### config.mk
export PLATFORM = sky130hd
export DESIGN_NAME = guess_game_ctrl
export DESIGN_NICKNAME = d
export VERILOG_FILES = /design/src/rtl/guess_game_pkg.sv /design/src/rtl/try_counter.sv /design/src/rtl/guess_game_ctrl.sv
export SDC_FILE = /design/constraint.sdc
export NUM_CORES = 1
export LEC_CHECK = 0
export BUFFER_PORTS_ARGS = -buffer_cell sky130_fd_sc_hd__buf_2
export CAP_MARGIN = 20
export CELL_PAD_IN_SITES_DETAIL_PLACEMENT = 0
export CELL_PAD_IN_SITES_GLOBAL_PLACEMENT = 1
export CORE_AREA = 5 5 58 60
export CTS_BUF_LIST = sky130_fd_sc_hd__clkbuf_2 sky130_fd_sc_hd__clkbuf_4 sky130_fd_sc_hd__clkbuf_8
export DETAILED_ROUTE_END_ITERATION = 10
export DIE_AREA = 0 0 63 65
export GPL_TIMING_DRIVEN = 0
export HOLD_SLACK_MARGIN = 0.15
export PLACE_DENSITY_LB_ADDON = 0.1
export SLEW_MARGIN = 10
export SYNTH_ARGS = -nofsm -noshare
export SYNTH_HDL_FRONTEND = slang
export SYNTH_SLANG_ARGS = --single-unit
### constraint.sdc
create_clock -name clk -period 2.7 [get_ports clk]
set_input_delay 0.675 -clock clk [delete_from_list [all_inputs] [get_ports clk]]
set_output_delay 0.675 -clock clk [all_outputs]
set_load 0.005 [all_outputs]
### src/rtl/guess_game_pkg.sv
// Shared types for the number-guessing controller:
// FSM state encoding and comparator flag decode.
package guess_game_pkg;

    typedef enum logic [2:0] {
        IDLE = 3'd0,
        PLAY = 3'd1,
        WAIT = 3'd2,
        WIN  = 3'd3,
        LOSE = 3'd4
    } state_t;

    typedef enum logic [1:0] {
        EQ,
        GT,
        LT,
        INVALID
    } flag_t;

    // Exactly one flag must be set; anything else is a comparator in reset or glitching
    function automatic flag_t decode_flags(
        input logic equal,
        input logic larger,
        input logic smaller
    );
        case ({equal, larger, smaller})
            3'b100:  return EQ;
            3'b010:  return GT;
            3'b001:  return LT;
            default: return INVALID;
        endcase
    endfunction

endpackage

### src/rtl/try_counter.sv
// Saturating attempt counter with synchronous clear and a flag
// raised when the value being loaded this cycle reaches MAX.
module try_counter #(
    parameter int MAX = 7,
    parameter int W   = 4
) (
    input  logic         clk,
    input  logic         rst,
    input  logic         clr,
    input  logic         en,
    output logic [W-1:0] count,
    output logic         term
);

    localparam logic [W-1:0] MAX_V = W'(MAX);

    logic [W-1:0] count_next;

    always_comb begin
        count_next = count;
        if (clr)
            count_next = '0;
        else if (en && count != MAX_V)
            count_next = count + W'(1);
    end

    // Looks at the post-update value so the FSM can end the game on the same edge
    assign term = (count_next == MAX_V);

    always_ff @(posedge clk or negedge rst) begin
        if (!rst)
            count <= '0;
        else
            count <= count_next;
    end

endmodule

### src/rtl/guess_game_ctrl.sv
// Guess-game controller: consumes registered comparator flags,
// counts attempts, latches hints and declares win or lose.
module guess_game_ctrl #(
    parameter int MAX_TRIES = 7,
    parameter int TRY_W     = 4
) (
    input  logic             clk,
    input  logic             rst,
    input  logic             start,
    input  logic             guess_valid,
    input  logic             equal,
    input  logic             larger,
    input  logic             smaller,
    output logic             guess_ready,
    output logic             hint_high,
    output logic             hint_low,
    output logic             win,
    output logic             lose,
    output logic [TRY_W-1:0] attempts
);

    import guess_game_pkg::*;

    state_t state;
    flag_t  flag;
    logic   cnt_en;
    logic   term;

    assign flag   = decode_flags(equal, larger, smaller);
    assign cnt_en = (state == WAIT) && (flag != INVALID);

    try_counter #(
        .MAX (MAX_TRIES),
        .W   (TRY_W)
    ) u_try_counter (
        .clk   (clk),
        .rst   (rst),
        .clr   (start),
        .en    (cnt_en),
        .count (attempts),
        .term  (term)
    );

    always_ff @(posedge clk or negedge rst) begin
        if (!rst) begin
            state       <= IDLE;
            guess_ready <= 1'b0;
            hint_high   <= 1'b0;
            hint_low    <= 1'b0;
            win         <= 1'b0;
            lose        <= 1'b0;
        end else if (start) begin
            state       <= PLAY;
            guess_ready <= 1'b1;
            hint_high   <= 1'b0;
            hint_low    <= 1'b0;
            win         <= 1'b0;
            lose        <= 1'b0;
        end else begin
            unique case (state)
                IDLE: ;
                PLAY: begin
                    if (guess_valid) begin
                        state       <= WAIT;
                        guess_ready <= 1'b0;
                    end
                end
                WAIT: begin
                    unique case (flag)
                        EQ: begin
                            state     <= WIN;
                            win       <= 1'b1;
                            hint_high <= 1'b0;
                            hint_low  <= 1'b0;
                        end
                        GT, LT: begin
                            hint_high <= (flag == GT);
                            hint_low  <= (flag == LT);
                            if (term) begin
                                state <= LOSE;
                                lose  <= 1'b1;
                            end else begin
                                state       <= PLAY;
                                guess_ready <= 1'b1;
                            end
                        end
                        INVALID: begin
                            state       <= PLAY;
                            guess_ready <= 1'b1;
                        end
                    endcase
                end
                WIN, LOSE: ;
                default: begin
                    state       <= IDLE;
                    guess_ready <= 1'b0;
                    win         <= 1'b0;
                    lose        <= 1'b0;
                end
            endcase
        end
    end

endmodule
==> results.sh <==
export IMPL_result_of_the_run="finished clean"
export IMPL_final_cell_mix="15 x sky130_fd_sc_hd__buf_2, 12 x sky130_fd_sc_hd__dfrtp_1, 9 x sky130_fd_sc_hd__nor2_1, 6 x sky130_fd_sc_hd__inv_1, 6 x sky130_fd_sc_hd__o21ai_0"
export IMPL_worst_endpoint_required_ns=2.86
export IMPL_worst_r2r_dst="guess_ready$_DFFE_PN0P_"
export IMPL_cts_buffers=3
export IMPL_max_freq_mhz=389
export IMPL_synth_area_per_cell_sq_um=10.2
export IMPL_critical_path_slowest_cell="sky130_fd_sc_hd__or3b_2"
export IMPL_dp_final_hpwl_um=1380
export IMPL_clkTransAtPathRegs_ns=0.07
export IMPL_cap_viol_max_count=0
export IMPL_grt_antenna_before_repair=0
export IMPL_syn_num_nets=89
export IMPL_setup_worst_path_start_class="input port"
export IMPL_synth_sequential_area_ratio_pct=37.7
export IMPL_insertion_delay_ns=0.27
export IMPL_crit_end="guess_ready$_DFFE_PN0P_"
export IMPL_io_buffers=15
export IMPL_yosys_area_top_type="sky130_fd_sc_hd__dfrtp_1"
export IMPL_antenna_cells_inserted=0
export IMPL_fin_crit_sh_pct=95.1
export IMPL_final_core_density_pct=33.8
export IMPL_skew_ns=0.000599
export IMPL_area_growth_synth_to_final_pct=22.2
export IMPL_first_global_vias=727
export IMPL_place_congestion=0.734
export IMPL_worst_slew_pin_transition_ns=0.434
export IMPL_layout_nets=111
export IMPL_final_hold_violation_count=0
export IMPL_total_power_uw=391
export IMPL_hold_ws_ns=0.268
export IMPL_wire_length_of_the_first_global_routing_pass_um=3220
export IMPL_cts_sinks=12
export IMPL_routed_wire_length_per_instance_um=13.4
export IMPL_floorplan_die_height_um=65
export IMPL_yosysUniqueCellTypes=36
export IMPL_drt_iter0_drc=14
export IMPL_criticalPathCategory="in2reg"
export IMPL_hp_class="in2async"
export IMPL_worstPathBufferInverterCount=1
export IMPL_ys_warnings_count=0
export IMPL_initial_cell_density_of_the_core_pct=27.7
export IMPL_fin_crit_ns=2.57
export IMPL_first_pass_iters=4
export IMPL_cts_tree="yes"
export IMPL_grt_max_degree=13
export IMPL_asyncSetResetFlopFracSynth_pct=100
export IMPL_yosys_most_used_dff="sky130_fd_sc_hd__dfrtp_1"
export IMPL_synth_seq_cells=12
export IMPL_core_area_sq_mm=0.00288
export IMPL_clk_path_buf_depth=2
export IMPL_cp_arrival_ns=2.73
export IMPL_core_rowCount=20
export IMPL_finalWirelength_um=1770
export IMPL_synth_cell_area_sq_um=796
export IMPL_ff2ff_path_depth=7
export IMPL_timing_critical_path_cells="buf_2 -> or3b_2 -> ha_1 -> a211oi_4 -> mux2i_2 -> nand4_2 -> a211o_1"
export IMPL_pre_cts_ws_ns=-0.246
export IMPL_syn_inst=78
export IMPL_grt_remaining_overflow=0
export IMPL_cts_root_buffer="sky130_fd_sc_hd__clkbuf_4"
export IMPL_worstPathMaxFanout=6
export IMPL_rsz0062_at_grt="false"
export IMPL_die_width_um=63
export IMPL_cp_depth=7
export IMPL_ant_nets=0
export IMPL_post_route_worst_setup_slack_ns=0.131
export IMPL_drcViolationCount=0
export IMPL_slew_hr_pct=71.1
export IMPL_pwr_density_cell_mw_per_mm2=402
export IMPL_r2r_slack_ns=0.53
export IMPL_cpPeakStageDelay_ns=0.52
export IMPL_maxSlewViolCount=0
export IMPL_crit_start="equal"
export IMPL_critPathTopFamily="simple AND/OR/NAND/NOR gates"
export IMPL_end_kind="flip-flop"
export IMPL_vias=656
export IMPL_layout_commonest_cell="sky130_fd_sc_hd__buf_2"
export IMPL_drive_gt1_share_pct=33.3
export IMPL_timing_rr_start="state[2]$_DFFE_PN0P_"
export IMPL_post_synth_top_area_fraction_pct=37.7
export IMPL_irDropWorstVdd_v=0.000201
export IMPL_synth_edff_count=0
export IMPL_globalRouteTotalUtil_pct=9.71
export IMPL_synth_area_top_cells="sky130_fd_sc_hd__dfrtp_1 38%, sky130_fd_sc_hd__ha_1 6.3%, sky130_fd_sc_hd__mux2i_1 6.3%"
export IMPL_ios=16
export IMPL_cellLeakagePower_nw=0.472
export IMPL_layout_filler_cells=303
export IMPL_die_area_sq_mm=0.00410
export IMPL_setup_violations_final=0
export IMPL_ratio_of_routed_vias_to_standard_cells=4.97
export IMPL_htree_num_levels=1
state kept, by name (all words and copies together), names as in the netlist:
register / flops
u_try_counter.count: 4
state: 3
guess_ready: 1
hint_high: 1
hint_low: 1
lose: 1
win: 1
per-stage QoR:
stage	setup TNS (ns)	cells	instance area (sq um)
5_1_grt	0	132	972
6_report	0	132	972
3_5_place_dp	-0.526	126	912
3_3_place_gp	-0.493	126	912
2_1_floorplan	0	78	796
4_1_cts	0	130	948
routing by layer:
| layer | global-route usage (%) | part of all wire [%] |
|---|---|---|
| met5 | 0 | 0 |
| met4 | 5.57 | 1.3 |
| met3 | 1.21 | 3.7 |
| met2 | 16.8 | 51 |
| met1 | 11.4 | 44 |
worst register-to-register path, stage by stage, from the launching register on:
cell	delay, ns
sky130_fd_sc_hd__dfrtp_1	0.44
sky130_fd_sc_hd__or3b_1	0.41
sky130_fd_sc_hd__buf_6	0.16
sky130_fd_sc_hd__a211oi_1	0.26
sky130_fd_sc_hd__mux2i_1	0.22
sky130_fd_sc_hd__buf_4	0.14
sky130_fd_sc_hd__nand4_2	0.12
sky130_fd_sc_hd__a211o_1	0.31
how the worst min path moves through the flow:
| stage | start | endpoint | slack (ns) | depth (start not counted) |
|---|---|---|---|---|
| 2_1_floorplan | rst | guess_ready$_DFFE_PN0P_ | 0.38 | 0 |
| 4_1_cts | rst | state[1]$_DFFE_PN0P_ | 0.28 | 1 |
| 3_3_place_gp | lose$_DFFE_PN0P_ | lose$_DFFE_PN0P_ | 0.49 | 2 |
| 3_5_place_dp | lose$_DFFE_PN0P_ | lose$_DFFE_PN0P_ | 0.50 | 2 |
| 5_1_grt | rst | state[1]$_DFFE_PN0P_ | 0.28 | 1 |
| 6_report | rst | lose$_DFFE_PN0P_ | 0.27 | 1 |
power breakdown:
group / internal [mW] / total, mW / switching (mW)
sequential: 0.185 / 0.192 / 0.00673
clock: 0.0819 / 0.141 / 0.0594
combinational: 0.0251 / 0.0577 / 0.0326
total: 0.292 / 0.391 / 0.0987
synthesized netlist by cell type, drive strengths merged (2+ instances only):
library cell and instances:
nor2 9, nand3b 2, a21oi 3, inv 6
mux2i 5, or3b 3, dfrtp 12, a211oi 4
ha 4, nand2 2, o21ai 6
kinds of logic after synthesis:
group,Yosys count,share of synthesized area [%]
AOI/OAI and AO/OA,21,20.6
muxes,6,8.18
and+or+nand+nor,25,19.7
xor gates and xnor gates,2,2.20
adders and majority gates,4,6.29
DFF,12,37.7
buffers and inverters,8,5.35
timing repair:
action,4_1_cts,5_1_grt
buffers inserted,0,2
hold buffers,0,0
gates resized for setup,0,2
endpoints found under the setup margin,0,1
layout make-up:
| cell class | count | area (sq um) | area share, % |
|---|---|---|---|
| Buffer | 2 | 20.0 | 2.06 |
| Clock buffer | 4 | 36.3 | 3.73 |
| Inverter | 6 | 22.5 | 2.32 |
| Multi-Input combinational cell | 58 | 462 | 47.5 |
| Sequential cell | 12 | 300 | 30.9 |
| Tap cell | 33 | 41.3 | 4.25 |
| Timing Repair Buffer | 17 | 90.1 | 9.27 |
Note: power is estimated with default switching activity, not from simulation.
